[config.mk]
export PLATFORM = sky130hd
export DESIGN_NAME = lsu_mem_stage
export DESIGN_NICKNAME = d
export VERILOG_FILES = /design/src/rtl/riscv_pkg.sv /design/src/rtl/lsu_align.sv /design/src/rtl/lsu_mem_stage.sv
export SDC_FILE = /design/constraint.sdc
export NUM_CORES = 1
export LEC_CHECK = 0
export ABC_AREA = 0
export CAP_MARGIN = 40
export CORE_UTILIZATION = 46
export CTS_CLUSTER_DIAMETER = 50
export DETAILED_ROUTE_END_ITERATION = 6
export GPL_ROUTABILITY_DRIVEN = 0
export PLACE_DENSITY_LB_ADDON = 0.08
export SLEW_MARGIN = 30
export SYNTH_ARGS = -nofsm -noshare
export SYNTH_HDL_FRONTEND = slang
export SYNTH_SLANG_ARGS = --single-unit
[constraint.sdc]
create_clock -name clk -period 2.8 [get_ports clk]
set_input_delay 0.56 -clock clk [delete_from_list [all_inputs] [get_ports clk]]
set_output_delay 0.56 -clock clk [all_outputs]
set_load 0.03 [all_outputs]
[src/rtl/riscv_pkg.sv]
// Shared RV32I load/store definitions: funct3 encodings and the LSU state type.
package riscv_pkg;

    localparam logic [2:0] F3_LB  = 3'b000;
    localparam logic [2:0] F3_LH  = 3'b001;
    localparam logic [2:0] F3_LW  = 3'b010;
    localparam logic [2:0] F3_LBU = 3'b100;
    localparam logic [2:0] F3_LHU = 3'b101;
    localparam logic [2:0] F3_SB  = 3'b000;
    localparam logic [2:0] F3_SH  = 3'b001;
    localparam logic [2:0] F3_SW  = 3'b010;

    typedef enum logic [1:0] {
        IDLE = 2'd0,
        REQ  = 2'd1,
        RESP = 2'd2,
        DONE = 2'd3
    } lsu_state_t;

endpackage

[src/rtl/lsu_align.sv]
// Combinational lane logic for the LSU: legality check on the incoming
// access, byte-enable/replication for stores, extract/extend for loads.
module lsu_align
    import riscv_pkg::*;
(
    input  logic        chk_we,
    input  logic [2:0]  chk_funct3,
    input  logic [1:0]  chk_addr_lo,
    output logic        chk_legal,
    input  logic        we,
    input  logic [2:0]  funct3,
    input  logic [1:0]  addr_lo,
    input  logic [31:0] wdata,
    input  logic [31:0] rdata,
    output logic [3:0]  be,
    output logic [31:0] wdata_lane,
    output logic [31:0] load_data
);

    logic [7:0]  byte_sel;
    logic [15:0] half_sel;

    // Decide whether the access about to be accepted is encodable and aligned.
    always_comb begin
        chk_legal = 1'b0;
        if (chk_we) begin
            case (chk_funct3)
                F3_SB:   chk_legal = 1'b1;
                F3_SH:   chk_legal = ~chk_addr_lo[0];
                F3_SW:   chk_legal = (chk_addr_lo == 2'b00);
                default: chk_legal = 1'b0;
            endcase
        end else begin
            case (chk_funct3)
                F3_LB, F3_LBU: chk_legal = 1'b1;
                F3_LH, F3_LHU: chk_legal = ~chk_addr_lo[0];
                F3_LW:         chk_legal = (chk_addr_lo == 2'b00);
                default:       chk_legal = 1'b0;
            endcase
        end
    end

    // Place store data on every lane of its size and enable only the target bytes.
    always_comb begin
        be         = 4'b1111;
        wdata_lane = 32'h0;
        if (we) begin
            case (funct3)
                F3_SB: begin
                    be         = 4'b0001 << addr_lo;
                    wdata_lane = {4{wdata[7:0]}};
                end
                F3_SH: begin
                    be         = addr_lo[1] ? 4'b1100 : 4'b0011;
                    wdata_lane = {2{wdata[15:0]}};
                end
                default: begin
                    be         = 4'b1111;
                    wdata_lane = wdata;
                end
            endcase
        end
    end

    // Pick the addressed byte/halfword out of the read word and extend it.
    always_comb begin
        case (addr_lo)
            2'd0:    byte_sel = rdata[7:0];
            2'd1:    byte_sel = rdata[15:8];
            2'd2:    byte_sel = rdata[23:16];
            default: byte_sel = rdata[31:24];
        endcase
        half_sel = addr_lo[1] ? rdata[31:16] : rdata[15:0];
        case (funct3)
            F3_LB:   load_data = {{24{byte_sel[7]}}, byte_sel};
            F3_LBU:  load_data = {24'h0, byte_sel};
            F3_LH:   load_data = {{16{half_sel[15]}}, half_sel};
            F3_LHU:  load_data = {16'h0, half_sel};
            default: load_data = rdata;
        endcase
    end

endmodule

[src/rtl/lsu_mem_stage.sv]
// Load/store unit: turns one RV32I load/store into a single request/response
// transaction on the data bus, stalls the core meanwhile, and reports
// misaligned/illegal accesses and bus timeouts with the completion pulse.
module lsu_mem_stage
    import riscv_pkg::*;
#(
    parameter int TIMEOUT_CYCLES = 255,
    parameter int CNT_W          = 10
) (
    input  logic        clk,
    input  logic        rst_n,
    input  logic        lsu_valid,
    input  logic        lsu_we,
    input  logic [2:0]  lsu_funct3,
    input  logic [31:0] lsu_addr,
    input  logic [31:0] lsu_wdata,
    output logic        lsu_stall,
    output logic        lsu_done,
    output logic [31:0] lsu_rdata,
    output logic        lsu_misaligned,
    output logic        lsu_bus_err,
    output logic        mem_req,
    output logic        mem_we,
    output logic [31:0] mem_addr,
    output logic [3:0]  mem_be,
    output logic [31:0] mem_wdata,
    input  logic        mem_gnt,
    input  logic        mem_rvalid,
    input  logic [31:0] mem_rdata
);

    localparam logic [CNT_W-1:0] CNT_LAST = CNT_W'(TIMEOUT_CYCLES - 1);

    lsu_state_t       state, next_state;
    logic [31:0]      addr_q, wdata_q, rdata_q;
    logic [2:0]       funct3_q;
    logic             we_q, mis_q, err_q;
    logic [CNT_W-1:0] cnt_q;
    logic             legal, timeout;
    logic [3:0]       be;
    logic [31:0]      wdata_lane, load_data;

    lsu_align u_align (
        .chk_we      (lsu_we),
        .chk_funct3  (lsu_funct3),
        .chk_addr_lo (lsu_addr[1:0]),
        .chk_legal   (legal),
        .we          (we_q),
        .funct3      (funct3_q),
        .addr_lo     (addr_q[1:0]),
        .wdata       (wdata_q),
        .rdata       (mem_rdata),
        .be          (be),
        .wdata_lane  (wdata_lane),
        .load_data   (load_data)
    );

    // State register; reset returns to IDLE at once so mem_req drops immediately.
    always_ff @(posedge clk or negedge rst_n) begin
        if (!rst_n) state <= IDLE;
        else        state <= next_state;
    end

    // Next-state logic; a response arriving on the last allowed cycle still wins over the timeout.
    always_comb begin
        next_state = state;
        timeout    = 1'b0;
        case (state)
            IDLE: if (lsu_valid) next_state = legal ? REQ : DONE;
            REQ: begin
                if (cnt_q == CNT_LAST) begin
                    next_state = DONE;
                    timeout    = 1'b1;
                end else if (mem_gnt) begin
                    next_state = RESP;
                end
            end
            RESP: begin
                if (mem_rvalid) begin
                    next_state = DONE;
                end else if (cnt_q == CNT_LAST) begin
                    next_state = DONE;
                    timeout    = 1'b1;
                end
            end
            default: next_state = IDLE;
        endcase
    end

    // Capture the access, run the timeout counter and register the result for DONE.
    always_ff @(posedge clk or negedge rst_n) begin
        if (!rst_n) begin
            addr_q   <= 32'h0;
            wdata_q  <= 32'h0;
            funct3_q <= 3'h0;
            we_q     <= 1'b0;
            mis_q    <= 1'b0;
            err_q    <= 1'b0;
            cnt_q    <= '0;
            rdata_q  <= 32'h0;
        end else begin
            case (state)
                IDLE: begin
                    if (lsu_valid) begin
                        addr_q   <= lsu_addr;
                        wdata_q  <= lsu_wdata;
                        funct3_q <= lsu_funct3;
                        we_q     <= lsu_we;
                        cnt_q    <= '0;
                        mis_q    <= ~legal;
                        err_q    <= 1'b0;
                        if (!legal) rdata_q <= 32'h0;
                    end
                end
                REQ: begin
                    cnt_q <= cnt_q + 1'b1;
                    if (timeout) begin
                        err_q   <= 1'b1;
                        rdata_q <= 32'h0;
                    end
                end
                RESP: begin
                    cnt_q <= cnt_q + 1'b1;
                    if (mem_rvalid) begin
                        rdata_q <= we_q ? 32'h0 : load_data;
                    end else if (timeout) begin
                        err_q   <= 1'b1;
                        rdata_q <= 32'h0;
                    end
                end
                default: ;
            endcase
        end
    end

    assign lsu_stall      = rst_n & lsu_valid & (state != DONE);
    assign lsu_done       = (state == DONE);
    assign lsu_misaligned = lsu_done & mis_q;
    assign lsu_bus_err    = lsu_done & err_q;
    assign lsu_rdata      = rdata_q;

    assign mem_req   = (state == REQ);
    assign mem_we    = mem_req & we_q;
    assign mem_addr  = mem_req ? {addr_q[31:2], 2'b00} : 32'h0;
    assign mem_be    = mem_req ? be : 4'h0;
    assign mem_wdata = mem_req ? wdata_lane : 32'h0;

endmodule
Yosys cells after proc, flatten, opt, wreduce, memory -nomap -nowiden
Index checks and enable logic that the tools add are counted.

Add/sub/neg operators: 1. Shifts and indexed selects: 1. Bitwise logic cells: 7. Equal/unequal tests: 19. Reduce and logical (&&, ||, !) cells: 15. Mux-type cells: 36.

Operators with widths (number): 32-bit two-way mux (8); 32-bit case mux with 4 select lines (1); 32-bit case mux with 3 select lines (1); 32-bit case mux with 2 select lines (1); 8-bit case mux with 3 select lines (1); 10-bit case mux with 2 select lines (1); 16-bit two-way mux (1); 3-bit equality test, second input constant (4); 2-bit two-way mux (6); 4-bit two-way mux (3); 10-bit by 1-bit adder with 10-bit output, second input constant (1); 10-bit by 8-bit equality test with 1-bit output, second input constant (1); 10-bit two-way mux (1); 1-bit case mux with 3 select lines (3); 3-bit AND reduction (3); 2-bit != test, second input constant (4); 4-bit case mux with 2 select lines (1); 2-bit equality test, second input constant (3); 3-bit by 1-bit equality test with 1-bit output, second input constant (2); 2-bit zero test (3); 3-bit zero test (2); 1-bit two-way mux (6); 2-bit case mux with 3 select lines (1); 2-bit OR reduction (3); other kinds (11) (18).

Input port bits: 105. Register bits: 114.

Longest topological paths before layout
Gate-level depths: netlist of the first run.

Depth after elaboration: 7. Gate-level depth with buffers: 9. Depth with buffers taken out: 7.

Modules after synthesis
From an unflattened synthesis of the first run, not the netlist that was laid out.

Cells, all modules: 595. Area total of the unflattened synthesis: 6318.6 sq um.

By module, submodules not included: lsu_mem_stage (cells an instance 391, area an instance 4983.5 sq um, seq. area each 2852.7 sq um, times used 1); lsu_align (cells an instance 204, area an instance 1335.0 sq um, seq. area each 0.0 sq um, times used 1).

Least setup slack after synthesis of the first run
OpenSTA, ideal clock, no wires.

Path kind: register to output. Start: register state[1]. End: output port mem_wdata[28]. Required time: 2.240 ns. Buffers on the path: 2. Cell stages (with the launch flop): 7. Arrival time: 2.179 ns. Setup slack: 0.061 ns. Cell sequence: dfrtp_1 inv_1 ha_1 clkbuf_1 nand2_1 clkbuf_1 a211oi_1.

Word-level cells in the longest chain between the ends: 2.

Ends and longest elaborated chain: from (decl) (line lsu_mem_stage.sv:34) `lsu_state_t state, next_state;`; from (signal assigned) (line lsu_mem_stage.sv:61) `else state <= next_state;`; 2-bit by 1-bit equality test with 1-bit output (line lsu_mem_stage.sv:142) `assign mem_req = (state == REQ);`; named net mem_req (line lsu_mem_stage.sv:22) `output logic mem_req,`; 32-bit two-way mux (line lsu_mem_stage.sv:146) `assign mem_wdata = mem_req ? wdata_lane : 32'h0;`; to (decl) (line lsu_mem_stage.sv:26) `output logic [31:0] mem_wdata,`.

The timed path passes the listed nets, and every way through them passes these cells.

Worst setup path after layout of the first run
Start: register state[0]. End: output port lsu_misaligned.

Word-level cells in the longest chain between the ends: 2.

Ends and longest elaborated chain: 2-bit equality test (line lsu_mem_stage.sv:137) `assign lsu_done = (state == DONE);`; 1-bit AND (line lsu_mem_stage.sv:138) `assign lsu_misaligned = lsu_done & mis_q;`; to (decl) (line lsu_mem_stage.sv:20) `output logic lsu_misaligned,`.

No other way between the ends.

==> results list, run 1 <==
- Count of boundary I/O pins: 211
* All-Layer GR Usage: 25.87%
* Worst ir drop on vdd: 579.5 uV
- Cell class contributing the biggest share of worst-path delay: buffers and inverters
- For the worst-skew pair, the clock arrives at the later sink with an insertion delay of 420 ps.
* Slew Limit Headroom: 55.95%
- Final Hold Fails: 0
- The synthesized design spends more area on one cell type than any other, namely sky130_fd_sc_hd__dfrtp_1.
* Clock-pin slew of the registers on the worst-case setup and hold paths: 50 ps
- Clock period minus final worst setup slack: 2684 ps
- The detailed router placed 5067 vias in this run.
* Core area: 12570 sq um
- The initial antenna violation count was 0.
- TritonCTS built the clock tree.
- The total overflow left after global routing is 0.
- After synthesis, the mean cell area works out to 10.22 sq um.
- Area delta synth->final: 44.32%
* Clock buffer depth: 2
- Count of flip-flops with a built-in enable after synthesis: 0
- Async set-reset flop share out of synthesis: 100.0%
* Via count of the first global-routing pass: 5057
* Slew @ Worst Pin: 660.0 ps
* Number of remaining DRC errors: 0
* Yosys synthesis warning count: 0
- The critical path is of the flop to primary output type.
- Sink Count: 114
* Startpoint of the worst register-to-register path: state[0]
* Count of port buffers added during placement: 208
- Sequential fraction of the synthesis area: 48.21%
* Endpoint of the most critical register-to-register path: lsu_rdata[29]
* Wire length per cell: 17.19 um
- Max-cap violations in this run came to 0.
- After the last flow step, the layout net total stands at 888.
- The path class of the tightest hold or removal check is input pin to asynchronous set/reset pin.
- The detailed router finished its first iteration with 287 violations.
- Register-to-register path setup slack: 450 ps
* Die Ht: 115.4 um
- Vias per cell: 5.278
- Worst setup EP type: primary output
- Required time of the worst setup path: 2240 ps
- Routed Antenna Nets: 0
* Area share of the largest cell type after synthesis: 48.21%
- The pre-antenna-repair detailed-routing pass consisted of 5 iterations.
* Num CTS Buffers: 17
- For the worst flop-to-flop path, the logic depth is 7.
- Number of register bits inferred by synthesis: 114
- Measured along the x axis, the die boundary spans 115.4 um.
* Post-synth top flop: sky130_fd_sc_hd__dfrtp_1
- STA classifies the critical path startpoint as a flop.
- Endpoint arrival time on the critical path: 2120 ps
- After layout, the worst path uses 95.84% of the clock period.
- Sorting the synthesized cells by area gives the leading types as sky130_fd_sc_hd__dfrtp_1, sky130_fd_sc_hd__mux2_2, sky130_fd_sc_hd__nand2_1, sky130_fd_sc_hd__and2_1, sky130_fd_sc_hd__nor2_1.
* Most frequent standard cell in the layout excluding fill and tap cells: sky130_fd_sc_hd__clkdlybuf4s50_1
- Final wirelength: 16500 um
- Pleak: 3.834 nW
- Entering global routing, the biggest net connects 115 pins.
- The wire-length estimate of the detail-placed layout is 11660 um.
- Clock root buffer master: sky130_fd_sc_hd__clkbuf_16
* Fmax: 372.6 MHz
* Filler cells: 992
- Total of endpoints with negative setup slack in the final report: 0
- Instance count of the mapped netlist: 579
* Power density of the placed cells: 1199 nW/um^2
- Setup repair after global routing left no endpoint under its margin.
- Post-Syn Area: 5917 sq um
- Finished Core Util: 67.94%
- Total count of max-transition violations in the final report: 0
* Sum Neg Setup Slack: 0 ps
- Along the worst path, the maximum fanout reaches 10.
- Proportion of layout cells with a drive suffix above 1: 24.49%
- The flow ran to the end, and the final reports show no timing, DRC or antenna violations.
- Crit path max-delay cell type: sky130_fd_sc_hd__clkdlybuf4s50_1
- Counting both buffers and inverters, the worst setup path holds a total of 1.
* Count of inserted antenna diode cells: 0
- Buffers inserted during post-CTS setup optimization: 0
- The initialized floorplan defines 41 standard-cell rows.
- In this design, the stage delay of the slowest critical-path cell is 680 ps.
- CTS built an H-tree with a depth of 4.
* Full die area: 13320 sq um
- The first global-routing pass estimated 25950 um of wire.
- Highest-count cells in the layout ignoring fill and taps: sky130_fd_sc_hd__clkdlybuf4s50_1, sky130_fd_sc_hd__dfrtp_1, sky130_fd_sc_hd__buf_4
* Fin Clk Skew: 4.924 ps
* Critical path, cell by cell: ha_1 -> and2_1 -> clkdlybuf4s50_1
- The initial utilization of the core area, before any placement, comes to 47.08%.
- Synthesis instantiated 52 different standard cells from the library.
- The tightest hold path in the finished design has a slack of 250.3 ps.
final cells by class:
| type | count | area [sq um] | area share (%) |
|---|---|---|---|
| tap | 172 | 215.2 | 2.520 |
| sequential | 114 | 2853 | 33.41 |
| multi-input combinational | 412 | 2844 | 33.30 |
| clock inverter | 5 | 52.55 | 0.6154 |
| inverter | 12 | 45.04 | 0.5275 |
| timing repair buffer | 220 | 2034 | 23.82 |
| clock buffer | 25 | 495.5 | 5.802 |
what timing repair did:
action                     4_1_cts  5_1_grt
hold buffers                     0        0
gates resized for setup          1        1
setup endpoints to repair        8        4
metal layers:
metal | vias up | part of all wire, % | global-route usage, %
met4 | 0 | 2.2 | 11.77
met2 | 185 | 50 | 42.75
met1 | 2446 | 41 | 31.15
met3 | 27 | 7.2 | 7.845
met5 | - | 0 | 0
li1 | 2409 | - | -
synthesized netlist by cell type (5+ instances only):
| cell type | number |
|---|---|
| sky130_fd_sc_hd__a21boi_0 | 5 |
| sky130_fd_sc_hd__clkbuf_1 | 25 |
| sky130_fd_sc_hd__nand2_1 | 67 |
| sky130_fd_sc_hd__and3_1 | 9 |
| sky130_fd_sc_hd__a211oi_1 | 9 |
| sky130_fd_sc_hd__nor2_1 | 40 |
| sky130_fd_sc_hd__and2_1 | 32 |
| sky130_fd_sc_hd__buf_1 | 8 |
| sky130_fd_sc_hd__nand2b_1 | 20 |
| sky130_fd_sc_hd__mux2_2 | 70 |
| sky130_fd_sc_hd__o21ai_0 | 21 |
| sky130_fd_sc_hd__a22o_1 | 16 |
| sky130_fd_sc_hd__o22ai_1 | 8 |
| sky130_fd_sc_hd__mux2i_1 | 14 |
| sky130_fd_sc_hd__xor2_1 | 5 |
| sky130_fd_sc_hd__a31oi_1 | 8 |
| sky130_fd_sc_hd__o31ai_1 | 7 |
| sky130_fd_sc_hd__ha_1 | 6 |
| sky130_fd_sc_hd__nand3_1 | 5 |
| sky130_fd_sc_hd__inv_1 | 12 |
| sky130_fd_sc_hd__dfrtp_1 | 114 |
| sky130_fd_sc_hd__a21oi_1 | 28 |
logic make-up (layout without fill, tap and decap cells):
family          Yosys count  in the layout  share of synthesized area (%)
other cells               1              2                        0.06338
buf+inv                  54            262                          4.017
fa+ha+maj                 6              6                          1.269
compound gates          114            114                          12.52
mux                      85             85                          16.07
xor+xnor                  6              6                         0.8881
flops                   114            114                          48.21
simple gates            199            199                          16.96
worst reg2reg max path: stages (launching register included):
cell                      delay (ps)
sky130_fd_sc_hd__dfrtp_1         400
sky130_fd_sc_hd__inv_1            80
sky130_fd_sc_hd__ha_1            490
sky130_fd_sc_hd__nand2_1         110
sky130_fd_sc_hd__o31ai_2         350
sky130_fd_sc_hd__nand2_4          80
sky130_fd_sc_hd__nor2_2          540
sky130_fd_sc_hd__a22o_1          240
flip-flops by register name (all words and copies together), names as in the netlist, 2 cells and up:
name and count:
addr_q 32, state 2, cnt_q 10, lsu_rdata 32, wdata_q 32, funct3_q 3
stage by stage:
| stage | std cells | instance area, sq um | power [W] | setup WS (ps) |
|---|---|---|---|---|
| after global placement | 930 | 7986 | 0.008124 | 285.3 |
| final | 960 | 8539 | 0.01023 | 116.5 |
| after CTS | 960 | 8537 | 0.01029 | 30.22 |
| after floorplan | 580 | 5921 | 0.006380 | 60.59 |
| after global routing | 960 | 8539 | 0.01085 | 30.85 |
| after detailed placement | 930 | 7986 | 0.008247 | 216.8 |
worst max-delay path by stage:
stage / start / endpoint / cells past startpoint
after floorplan: state[1] / mem_wdata[28] / 6
final: state[0] / lsu_misaligned / 3
after global placement: lsu_funct3[2] / lsu_rdata[27] / 7
after detailed placement: lsu_funct3[0] / lsu_rdata[29] / 7
after global routing: funct3_q[0] / mem_be[2] / 5
after CTS: state[1] / mem_wdata[27] / 6
power breakdown:
part	leakage (nW)	internal (W)	switching [W]
clock	0.269	0.00130	0.000708
combinational	2.14	0.00225	0.00298
sequential	1.43	0.00240	0.000606
Power figures use the tool's default switching activity.
==> inputs of run 2 (changes only) <==
--- a/config.mk
+++ b/config.mk
@@ -16,3 +16,4 @@
 export SYNTH_ARGS = -nofsm -noshare
 export SYNTH_HDL_FRONTEND = slang
 export SYNTH_SLANG_ARGS = --single-unit
+export TNS_END_PERCENT = 50
==> results of run 2 <==
No change in the layout: final DEF, timing and power equal those of run 1.
